`config.mk`:
```
export PLATFORM = sky130hd
export DESIGN_NAME = fpu_seq_mantissa_mul
export DESIGN_NICKNAME = d
export VERILOG_FILES = /design/src/rtl/fpu_seq_mantissa_mul.sv
export SDC_FILE = /design/constraint.sdc
export NUM_CORES = 1
export LEC_CHECK = 0
export ABC_CLOCK_PERIOD_IN_PS = 6000
export CORE_MARGIN = 1.5
export CORE_UTILIZATION = 50
export CTS_BUF_LIST = sky130_fd_sc_hd__clkbuf_4
export CTS_CLUSTER_DIAMETER = 120
export CTS_CLUSTER_SIZE = 40
export DETAILED_ROUTE_END_ITERATION = 8
export PLACE_DENSITY = 0.79
export SLEW_MARGIN = 30
export SYNTH_ARGS = -nofsm -noshare
export SYNTH_HDL_FRONTEND = slang
export SYNTH_SLANG_ARGS = --single-unit
```
`constraint.sdc`:
```
create_clock -name clock -period 6 [get_ports clock]
set_input_delay 0.6 -clock clock [delete_from_list [all_inputs] [get_ports clock]]
set_output_delay 0.6 -clock clock [all_outputs]
set_load 0.01 [all_outputs]
```
`src/rtl/fpu_seq_mantissa_mul.sv`:
```
// Sequential shift-add mantissa multiplier retiring BITS_PER_CYCLE multiplier bits per cycle,
// with optional early exit and valid/ready handshakes on operands and product.
module fpu_seq_mantissa_mul #(
  parameter int WIDTH          = 11,
  parameter int BITS_PER_CYCLE = 1,
  parameter int EARLY_EXIT     = 1
) (
  input  logic               clock,
  input  logic               reset,
  input  logic               inValid,
  output logic               inReady,
  input  logic [WIDTH-1:0]   a,
  input  logic [WIDTH-1:0]   b,
  output logic               outValid,
  input  logic               outReady,
  output logic [2*WIDTH-1:0] product,
  output logic               busy
);

  localparam int K     = BITS_PER_CYCLE;
  localparam int PW    = 2 * WIDTH;
  localparam int ITER  = (WIDTH + K - 1) / K;
  localparam int CNT_W = $clog2(ITER + 1);
  localparam logic [CNT_W-1:0] LAST_STEP = CNT_W'(ITER - 1);

  typedef enum logic [1:0] {
    IDLE,
    COMP,
    DONE
  } state_t;

  state_t state;
  state_t state_next;

  logic [PW-1:0]    a_reg;
  logic [PW-1:0]    acc;
  logic [WIDTH-1:0] b_reg;
  logic [CNT_W-1:0] step;

  logic [PW-1:0]    digit;
  logic [PW-1:0]    partial;
  logic [PW-1:0]    acc_sum;
  logic [WIDTH-1:0] b_rest;
  logic             exit_comp;
  logic             accept;

  // One radix-2^K digit per cycle; the top digit picks up zeros shifted in from above.
  always_comb begin
    digit     = PW'(b_reg[K-1:0]);
    partial   = a_reg * digit;
    acc_sum   = acc + partial;
    b_rest    = b_reg >> K;
    exit_comp = (step == LAST_STEP) || ((EARLY_EXIT != 0) && (b_rest == '0));
  end

  always_ff @(posedge clock or negedge reset) begin
    if (!reset) begin
      state <= IDLE;
    end else begin
      state <= state_next;
    end
  end

  always_comb begin
    state_next = state;
    inReady    = 1'b0;
    busy       = 1'b0;
    outValid   = 1'b0;
    accept     = 1'b0;
    case (state)
      IDLE: begin
        inReady = 1'b1;
        if (inValid) begin
          accept     = 1'b1;
          state_next = COMP;
        end
      end
      COMP: begin
        busy = 1'b1;
        if (exit_comp) begin
          state_next = DONE;
        end
      end
      DONE: begin
        outValid = 1'b1;
        if (outReady) begin
          state_next = IDLE;
        end
      end
      default: state_next = IDLE;
    endcase
  end

  always_ff @(posedge clock or negedge reset) begin
    if (!reset) begin
      a_reg   <= '0;
      b_reg   <= '0;
      acc     <= '0;
      step    <= '0;
      product <= '0;
    end else if (accept) begin
      a_reg <= PW'(a);
      b_reg <= b;
      acc   <= '0;
      step  <= '0;
    end else if (state == COMP) begin
      acc   <= acc_sum;
      a_reg <= a_reg << K;
      b_reg <= b_rest;
      step  <= step + CNT_W'(1);
      // product only moves on a COMP exit, so it survives the output handshake.
      if (exit_comp) begin
        product <= acc_sum;
      end
    end
  end

endmodule

```
* Word-level counts from Yosys, hierarchy flattened
Cells that the tools add are included.
** Word-level totals
- Register bits after elaboration :: 83
** Cells by class
- $add $sub $neg :: 2
- Multiply operators :: 1
- Eq/ne operators :: 6
- Mux-type cells :: 17
- Bitwise logic cells :: 1
- Reduce and logical (&&, ||, !) cells :: 6
** Operator list (number)
- $mux 22 :: 4
- $add 22x22->22 :: 1
- $mul 22x1->22 :: 1
- $mux 11 :: 2
- $logic_not 11->1 :: 1
- $mux 4 :: 2
- $mux 2 :: 3
- $ne 2x2->1 const B :: 3
- $pmux 2 s3 :: 1
- $reduce_and 3->1 :: 2
- $mux 1 :: 5
- $add 4x1->4 const B :: 1
- $eq 4x4->1 const B :: 1
- $eq 2x1->1 const B :: 1
- $eq 2x2->1 const B :: 1
- $logic_not 2->1 :: 1
- $reduce_bool 2->1 :: 1
- $logic_or 1x1->1 :: 1
- $not 1->1 :: 1

* Longest topological paths before layout
Gate-level depths: netlist of run 1.
- Word-level depth :: 4
- Mapped depth :: 12

* Worst setup path before layout of run 1
Ideal clock, no wire load.
- Path kind :: register to register
- From :: reg b_reg[0]
- To :: reg product[21]
- Arrival :: 2.604 ns
- Required time :: 5.875 ns
- Slack :: 3.272 ns
- Cell stages (with the launch flop) :: 12
- Buffers on the path :: 1
- Clock period less this slack :: 2.728 ns
- Cells stage by stage :: dfrtp_1 clkbuf_1 and2_1 ha_1 and3_1 and2_4 a221oi_2 nand2_1 a311o_1 nand2_2 xnor3_1 mux2_2
** Between the ends
- Cells in the longest elaborated chain, start to end :: 2
** Ends and longest elaborated chain
- from (decl) :: line 37 : logic [WIDTH-1:0] b_reg;
- from (signal assigned) :: line 109 : b_reg <= b_rest;
- $mul 22x1->22 :: line 50 : partial = a_reg * digit;
- $add 22x22->22 :: line 51 : acc_sum = acc + partial;
- to (signal assigned) :: line 113 : product <= acc_sum;
- to (decl) :: line 16 : output logic [2*WIDTH-1:0] product,
Every way passes these cells.
A chain may end at the register's enable or synchronous reset.

* Worst setup path in the final report of run 1
- From :: reg state[1]
- To :: out busy
** Between the ends
- Cells in the longest elaborated chain, start to end :: 2
** Ends and longest elaborated chain
- from (decl) :: line 32 : state_t state;
- from (signal assigned) :: line 60 : state <= state_next;
- $eq 2x1->1 :: line 70 : case (state)
- $mux 1 :: line 70
- to (decl) :: line 17 : output logic busy
Every way passes these cells.

==> results of run 1 <==
[logic make-up after synthesis]
kind of cell / synth area share [%]
AO/OA/AOI/OAI: 18.6
buffers and inverters: 3.60
AND/OR/NAND/NOR: 19.3
multiplexers: 1.75
XOR/XNOR: 3.99
adder cells (fa/ha/maj): 6.81
flip-flops: 46.0
[through the flow]
step                      hold WS [ns]  power [mW]  cells
after detailed placement         0.470        2.32    623
after floorplan                  0.304        1.90    490
after global routing             0.213        2.87    638
after global placement           0.460        2.27    623
final                            0.177        2.63    638
after CTS                        0.223        2.65    638
[worst max-delay path by stage]
stage                              start                      end  slack [ns]
floorplan           b_reg[0]$_DFFE_PN0P_  product[21]$_DFFE_PN0P_        3.27
finish              state[1]$_DFFE_PN0P_                     busy        2.84
CTS                 state[1]$_DFFE_PN0P_                     busy        2.84
global route        state[1]$_DFFE_PN0P_                     busy        2.70
detailed placement  b_reg[0]$_DFFE_PN0P_  product[21]$_DFFE_PN0P_        2.96
global placement    b_reg[0]$_DFFE_PN0P_  product[21]$_DFFE_PN0P_        2.98
[layout by cell type, fill, tap and decap left out, drive strengths merged, types with 11 or more instances in the layout]
cell / count
a21oi: 18
a22oi: 20
and2: 24
clkbuf: 11
clkdlybuf4s50: 49
dfrtp: 83
ha: 23
nand2: 105
nand3: 26
o21ai: 54
[area by class of cell]
| cell class | count | area (µm²) |
|---|---|---|
| fillers | 745 | 3530 |
| inverters | 9 | 33.8 |
| clock inverters | 4 | 51.3 |
| multi-input cells | 369 | 2280 |
| well taps | 108 | 135 |
| clock buffers | 11 | 82.6 |
| repair buffers | 54 | 532 |
| flip-flops and latches | 83 | 2080 |
[power groups by stage]
stage	logic, mW	clock network [mW]	registers, mW
finish	1.33	0.326	0.978
floorplan	0.940	0	0.958
CTS	1.33	0.332	0.978
global placement	1.29	0	0.980
detailed placement	1.33	0	0.990
global route	1.50	0.360	1.02
[worst max-delay path, cell delays in order (launching register included)]
cell and delay (ns):
dfrtp_1 0.41, nand2b_1 0.15, buf_4 0.27, inv_2 0.61, clkdlybuf4s50_1 0.68
[metal layers]
metal	up-vias	track usage, %	part of all wire, %
met5	-	0	0
met4	0	6.59	1.8
met1	1703	32.3	48
met3	17	4.29	5.5
met2	128	34.1	45
li1	1800	-	-
==> key figures, run 1 <==
Layout
  – Layout Nets: 576
  – Antenna diode count: 0
  – Fraction of layout cells with a size suffix above 1: under 10%
  – Layout area overhead: 14.9%
  – Fin util: between 50% and 60%
  – Finished Cell Area: 5190 µm²

Die
  – Die height: about 100 µm
  – Rows: 34
  – Die width: ~98 µm
  – Core Area: between 8000 and 9000 µm²
  – DIE AREA: 9610 µm²
  – Initial Utilization: between 50% and 60%
  – Total I/O pin count: slightly above 50

Min path
  – Worst hold path class: in -> async

Critical path
  – Worst Setup Start Kind: flop
  – R2R depth: 11
  – CP Max Fanout: between 50 and 60
  – R2r startpoint: b_reg[0]$_DFFE_PN0P_
  – Crit path DAT: approximately 2.6 ns
  – Reg2Reg Capture Point: product[21]$_DFFE_PN0P_
  – CP Class: reg -> out
  – Critical Path End Type: primary output
  – R2R Setup Slk: between 2 and 3 ns
  – Worst Path Required: between 5 and 6 ns

GRT
  – Vias in the first global route: 3507
  – Largest net degree at the start of global routing: 84
  – First-pass GRT wire length: 17100 µm
  – Total gr overflow: 0
  – Total GRT Usage: 22.3%
  – Initial antenna violation count: 0

Synthesis
  – Cell taking the most area after synthesis: dfrtp_1
  – Syn_area_per_cell: approximately 9.2 µm²
  – Share of the synthesized area in the top cell type: a little under half
  – Post-synthesis cell count: 490
  – YS warnings: 0
  – Most common cell in the netlist: nand2_1
  – Syn_nets: 540
  – Sequential share of the synthesized area: a little under half
  – Post-synth EDFFs: 0
  – Post-synth top flop: dfrtp_1
  – Post-synthesis register bit count: 83
  – Post-synth top cells: nand2_1, dfrtp_1, o21ai_0
  – Mapped cell area: ~4500 µm²
  – Async SR Flop Fraction: 100%
  – Synth area leaders: dfrtp_1, nand2_1, ha_1, o21ai_0, a22oi_1
  – Cell variety after synth: 55

Placement
  – Post-DP Area: a little over 5000 µm²
  – Port Buffers: 50
  – DP Wirelength: approximately 7000 µm
  – Setup WS pre-CTS: 2.96 ns
  – RePlAce Congestion: 1.03

STA
  – Worst setup margin: between 2 and 3 ns
  – Period utilisation layout: a little over half
  – RSZ-0062 raised after global routing: false
  – Final Hold Vio Count: 0
  – Fin crit period: around 3.2 ns
  – Worst Tran Pin Value: 0.747 ns
  – Setup violations, final: 0
  – Highest clock rate: 316 MHz
  – Final Max Tran Viols: 0
  – Final TNS setup: 0 ns
  – Fin Clk Skew: between 0.02 and 0.03 ns
  – Slew margin rel.: around 50%

Drt
  – Initial DRC count: 143
  – WL/cell: 15.8 µm
  – DR vias: about 3600
  – Remaining antenna violation count after routing: 0
  – DR pass1 iterations: 5
  – Vias/cell: around 5.7
  – Drc violations: 0
  – Final WL: between 10000 and 15000 µm

Pwr
  – Flop pwr share: a little under two fifths
  – Int Power: roughly 1.5 mW
  – Net switching power: 1.14 mW
  – VDD IR max: around 0.19 mV
  – Switch share: between 40% and 50%
  – Pwr Density: 508 nW/µm²
  – Clock power frac: roughly 12%
  – Comb pwr share: 50.5%
  – Lkg Pwr: 2.41 nW

CTS
  – Hold buffer count at cts: 0
  – Setup Fix Bufs, Post-CTS: 0
  – CTS tree: done
  – CTS root buf: clkbuf_4
  – TritonCTS Buffers: 9
  – Clock transition at the registers of the reported paths: roughly 0.13 ns
  – # H-tree levels: 3
  – Clock sink total: 83
  – Worst skew pair latency: 0.44 ns
  – Worst-case clock buffer depth: 2
  – PostCTS Resize Cnt: 0

Flow run
  – MaxCap Viol Count: 0

Status
  – Status: completed
Note: power is estimated with default switching activity, not from simulation.
==> run 2: changes to the inputs <==
Settings changed: ABC_CLOCK_PERIOD_IN_PS 6000 to 3000.
Clock period 6 ns to 3 ns, I/O delays scaled along.
==> key figures, run 2 (same netlist as run 1, synthesis figures left out) <==
Status
  – Status: completed (unchanged)

Die
  – Die height: 98.0 µm (unchanged)
  – Die width: 98.0 µm (unchanged)
  – Rows: 34 (unchanged)
  – Initial Utilization: 51.8% (unchanged)
  – Total I/O pin count: 51 (unchanged)
  – DIE AREA: 9610 µm² (unchanged)
  – Core Area: 8720 µm² (unchanged)

Critical path
  – CP max-delay cell: dfrtp_2 (was clkdlybuf4s50_1)
  – Critical Path End Type: flop (was primary output)
  – Critical Path, Cell by Cell: clkbuf_2, and2_1, ha_1, a21oi_1, o21ai_1, a221oi_2, nand2_1, a311o_1, nand2_2, xnor3_1, mux2_2 (was nand2b_1, buf_4, inv_2, clkdlybuf4s50_1)
  – Worst Setup Start Kind: flop (unchanged)
  – CP Max Fanout: 8 (was 51)
  – Worst Path Required: 3.31 ns (was 5.40 ns)
  – Critical Path Max Stage Delay: 0.49 ns (was 0.68 ns)
  – R2R depth: 11 (unchanged)
  – Top delay family on crit path: compound AO/OA/AOI/OAI gates (was buffers and inverters)
  – Worst path depth: 11 (was 4)
  – CP Class: reg -> reg (was reg -> out)
  – Crit path DAT: 3.24 ns (was 2.56 ns)
  – Crit path buffers/inverters: 1 (was 3)

CTS
  – CTS root buf: clkbuf_4 (unchanged)
  – TritonCTS Buffers: 9 (unchanged)
  – Clock transition at the registers of the reported paths: 0.13 ns (about the same)
  – Worst skew pair latency: 0.43 ns (was 0.44 ns)
  – Clock sink total: 83 (unchanged)
  – CTS tree: done (unchanged)
  – Worst-case clock buffer depth: 2 (unchanged)
  – # H-tree levels: 3 (unchanged)

STA
  – Final Max Tran Viols: 0 (unchanged)
  – Hold Slack: 0.429 ns (was 0.177 ns)
  – Final Hold Vio Count: 0 (unchanged)
  – Setup violations, final: 0 (unchanged)
  – Highest clock rate: between 300 and 400 MHz
  – Fin crit period: 2.92 ns
  – RSZ-0062 raised after global routing: false (unchanged)
  – Worst Tran Pin Value: 0.738 ns (was 0.747 ns)
  – Slew margin rel.: 50.8% (was 50.1%)
  – Period utilisation layout: 97.5%
  – Worst setup margin: 0.0762 ns (was 2.84 ns)
  – Fin Clk Skew: 0.0169 ns (was 0.0255 ns)

Placement
  – Placed cells: 635 (was 623)
  – Port Buffers: 50 (unchanged)
  – RePlAce Congestion: 0.922 (was 1.03)
  – Setup WS pre-CTS: -0.0491 ns (was 2.96 ns)
  – DP Wirelength: 7520 µm (was 7190 µm)

Pwr
  – Int Power: 3.17 mW (was 1.49 mW)
  – Lkg Pwr: 2.50 nW (was 2.41 nW)
  – Pwr Density: 1040 nW/µm² (was 508 nW/µm²)
  – VDD IR max: 0.525 mV (was 0.193 mV)
  – Pwr Total: 5.55 mW (was 2.63 mW)
  – Net switching power: 2.38 mW (was 1.14 mW)
  – Flop pwr share: 35.0% (was 37.1%)
  – Comb pwr share: 51.8% (was 50.5%)
  – Switch share: 42.8% (was 43.3%)
  – Clock power frac: 13.2% (was 12.4%)

Layout
  – Commonest non-fill, non-tap cell in the layout: nand2_1 (unchanged)
  – Fin util: 61.3% (was 59.5%)
  – Cell Count, Final, Fillers Out: 653 (was 638)
  – Layout Nets: 592 (was 576)
  – Most frequent cells in the layout: nand2_1, dfrtp_1, clkdlybuf4s50_1 (unchanged)
  – Fraction of layout cells with a size suffix above 1: 10.1% (was 6.98%)
  – Layout area overhead: 18.4% (was 14.9%)
  – Antenna diode count: 0 (unchanged)

Drt
  – Final WL: 10700 µm (was 10100 µm)
  – Vias/cell: 5.68 (was 5.72)
  – WL/cell: 16.4 µm (was 15.8 µm)
  – DR pass1 iterations: 4 (was 5)
  – Initial DRC count: 157 (was 143)
  – Remaining antenna violation count after routing: 0 (unchanged)
  – DR vias: 3712 (was 3648)
  – Drc violations: 0 (unchanged)

GRT
  – Vias in the first global route: 3572 (was 3507)
  – Total gr overflow: 0 (unchanged)
  – Total GRT Usage: 23.6% (was 22.3%)
  – First-pass GRT wire length: 18000 µm (was 17100 µm)
  – Initial antenna violation count: 1 (was 0)
  – Largest net degree at the start of global routing: 84 (unchanged)

Min path
  – Min-Delay Path Depth: 3
  – Worst hold path class: in -> reg (was in -> async)

Flow run
  – MaxCap Viol Count: 0 (unchanged)
## run 2: worst register-to-register path: cells and delay by family (launching register included)
kind | cells | cell delay, ns
compound gates | 4 | 0.89
flops | 1 | 0.49
fa+ha+maj | 1 | 0.34
simple gates | 3 | 0.34
xor+xnor | 1 | 0.30
mux | 1 | 0.27
buf+inv | 1 | 0.17
## run 2: final timing paths
| check | from | to | slack, ns |
|---|---|---|---|
| min in group asynchronous | reset | b_reg[9]$_DFFE_PN0P_ | 0.47 |
| hold reg to reg | product[20]$_DFFE_PN0P_ | product[20]$_DFFE_PN0P_ | 0.49 |
| hold / removal | b[10] | b_reg[10]$_DFFE_PN0P_ | 0.43 |
| max in group asynchronous | reset | b_reg[0]$_DFFE_PN0P_ | 2.02 |
| setup / recovery | b_reg[0]$_DFFE_PN0P_ | product[21]$_DFFE_PN0P_ | 0.08 |
| setup reg to reg | b_reg[0]$_DFFE_PN0P_ | product[21]$_DFFE_PN0P_ | 0.08 |
## run 2: timing repair
action	in CTS	in global routing
gates resized for setup	1	3
hold buffers	1	0
setup endpoints to repair	3	5
pin swaps	0	2
hold endpoints to repair	83	0
setup buffers	0	3
## run 2: layer usage
metal | global-route usage, % | vias to the layer above | wire length (µm)
met5 | 0 | - | 8
met4 | 7.80 | 2 | 215
met3 | 4.58 | 20 | 499
met2 | 35.8 | 107 | 4820
met1 | 34.2 | 1766 | 5160
li1 | - | 1817 | -
## run 2: per-stage QoR
step / area [µm²] / setup TNS (ns)
3_3_place_gp: 5140 / 0
3_5_place_dp: 5140 / -0.0491
2_1_floorplan: 4520 / 0
6_report: 5350 / 0
5_1_grt: 5350 / 0
4_1_cts: 5310 / 0
## run 2: power by group through the flow
stage / registers [mW] / clock network (mW) / logic [mW]
final: 1.94 / 0.730 / 2.88
after global routing: 2.01 / 0.783 / 3.23
after global placement: 1.96 / 0 / 2.73
after floorplan: 1.92 / 0 / 1.88
after detailed placement: 1.98 / 0 / 2.81
after CTS: 1.96 / 0.745 / 2.82
## run 2: layout make-up
cell class | count | area (µm²)
multi-input cells | 369 | 2300
well taps | 108 | 135
fillers | 772 | 3370
inverters | 9 | 33.8
flip-flops and latches | 83 | 2080
clock inverters | 4 | 76.3
repair buffers | 70 | 652
clock buffers | 10 | 75.1
==> edit, RTL diff (flow settings as in run 2) <==
Change the parameter `WIDTH` from 11 to 10.
--- a/src/rtl/fpu_seq_mantissa_mul.sv
+++ b/src/rtl/fpu_seq_mantissa_mul.sv
@@ -3,3 +3,3 @@
 module fpu_seq_mantissa_mul #(
-  parameter int WIDTH          = 11,
+  parameter int WIDTH          = 10,
   parameter int BITS_PER_CYCLE = 1,
Interface: changed (resized a, b and product); port bits go from 51 to 47. The function was not compared with the original's and may differ.
==> edit against run 2 <==
Synthesized area down 11%; synthesized cell count down 12%; non-clock buffer count down 16; first-iteration DRC count up 26%; clock skew down 0.0013 ns; routed wire length down 19%; global-route usage down 1.4 points; combinational power down 17%; worst setup slack better by 0.14 ns; design area down 11%; sequential cell count down 7; total power down 14%.
==> edit: results (changes against run 2) <==
[clock_network]
insertion_delay_ns = 0.43  ; about the same
postCtsHoldBufs = 0  ; was 1
ctsResizeCount = 0  ; was 1

[power_and_ir_drop]
power_density_nw_per_um2 = 1010  ; was 1040 nW/um2
p_leak_nw = 2.22  ; was 2.50 nW

[timing]
fin_skew_ns = 0.0156  ; was 0.0169 ns
tightest_slew_ns = 0.663  ; was 0.738 ns

[detailed_routing]
m1WireLength_mm = 4.02  ; was 5.16 mm
avgRoutedWirePerCell_um = 15.0  ; was 16.4 um
top_layer_used = met4  ; was met5
drt-initial-drc-count = 198  ; was 157
wl_met2_mm = 4.19  ; was 4.82 mm
wl_met3_um = 382  ; was 499 um
vias_per_cell = 5.63  ; was 5.68
drt_pass1_iterations = 6  ; was 4

[placement]
dp_hpwl_mm = 6.15  ; was 7.52 mm
port_buffers = 46  ; was 50
detailed_place.area_um2 = 4570  ; was 5140 um2
gp_congestion = 0.899  ; was 0.922
dpl_worst_slack_ns = 0.260  ; was -0.0491 ns
placed_cells = 562  ; was 635

[grt]
grt_pass1_wl_mm = 15.0  ; was 18.0 mm
grt_use_total_pct = 22.2  ; was 23.6%
grt_pass1_vias = 3179  ; was 3572
met3_usage_pct = 5.25  ; was 4.58%
antenna_found_initial = 0  ; was 1
use_met2_pct = 36.6  ; was 35.8%
grt_max_degree = 77  ; was 84

[synth]
synth_cell_types = 43  ; was 55
yosys.area_share.adder_pct = 7.03  ; was 6.81%
seq_area_frac_synth_pct = 47.3  ; was 46.0%
synthTopCellsByCount = nand2_1, dfrtp_1, o21ai_0  ; unchanged
muxShareOfSynthArea_pct = 1.96  ; was 1.75%
syn_nets = 475  ; was 540
yosys-top-cells-area = dfrtp_1, nand2_1, ha_1  ; unchanged
synth_compound_area_share_pct = 19.1  ; was 18.6%

[worst_setup_path]
max_stage_delay_ns = 0.44  ; was 0.49 ns
crit_slowest_cell = a221oi_2  ; was dfrtp_2
critPathArrivalTime_ns = 3.10  ; was 3.24 ns
crit_fanout = 3  ; was 8

[status]
run_status = finished clean  ; unchanged

[final_layout]
finalNonFillerCells = 579  ; was 653
nNetsFinal = 518  ; was 592
nFillCells = 681  ; was 772
drive_gt1_share_pct = 8.18  ; was 10.1%

==> edit: cell count changes after synthesis, sizes merged, moves of 3 or more <==
| cell | change |
|---|---|
| o21a | +3 |
| o31ai | -3 |
| nand2 | -9 |
| inv | -7 |
| nand2b | -4 |
| and2 | -3 |
| nand3 | -11 |
| xor2 | +3 |
| dfrtp | -7 |
| a21oi | -3 |
| clkbuf | -5 |
==> edit: worst paths after layout <==
kind	cells past startpoint	to	start	slack, ns
max in group asynchronous	2	product[14]	reset	2.10
min in group asynchronous	2	a_reg[2]	reset	0.44
setup / recovery	10	acc[12]	a_reg[0]	0.22
setup reg to reg	10	acc[12]	a_reg[0]	0.22
hold reg to reg	2	product[4]	product[4]	0.50
hold / removal	3	a_reg[0]	a[0]	0.42
==> edit: cell type report <==
type / instances / area [um2] / area share, %
multi-input combinational: 328 / 2020 / 42.8
sequential: 76 / 1900 / 40.2
timing repair buffer: 54 / 524 / 11.1
tap: 102 / 128 / 2.70
clock inverter: 7 / 76.3 / 1.61
clock buffer: 9 / 67.6 / 1.43
inverter: 3 / 11.3 / 0.238
==> edit: cell families after synthesis <==
group / count (synthesis)
AO/OA/AOI/OAI: 118
multiplexers: 7
AND/OR/NAND/NOR: 162
buffers and inverters: 25
XOR/XNOR: 19
flip-flops: 76
adder cells (fa/ha/maj): 22
==> edit: worst min-delay path, cell delays in order <==
cell and delay, ns:
clkdlybuf4s50_1 0.40, nand2_1 0.06, o21ai_0 0.07
==> edit: report_power, final <==
part / switching, mW / leakage [nW] / total, mW / internal, mW
logic: 1.38 / 1.17 / 2.40 / 1.01
clock network: 0.382 / 0.0725 / 0.640 / 0.258
registers: 0.295 / 0.976 / 1.75 / 1.46
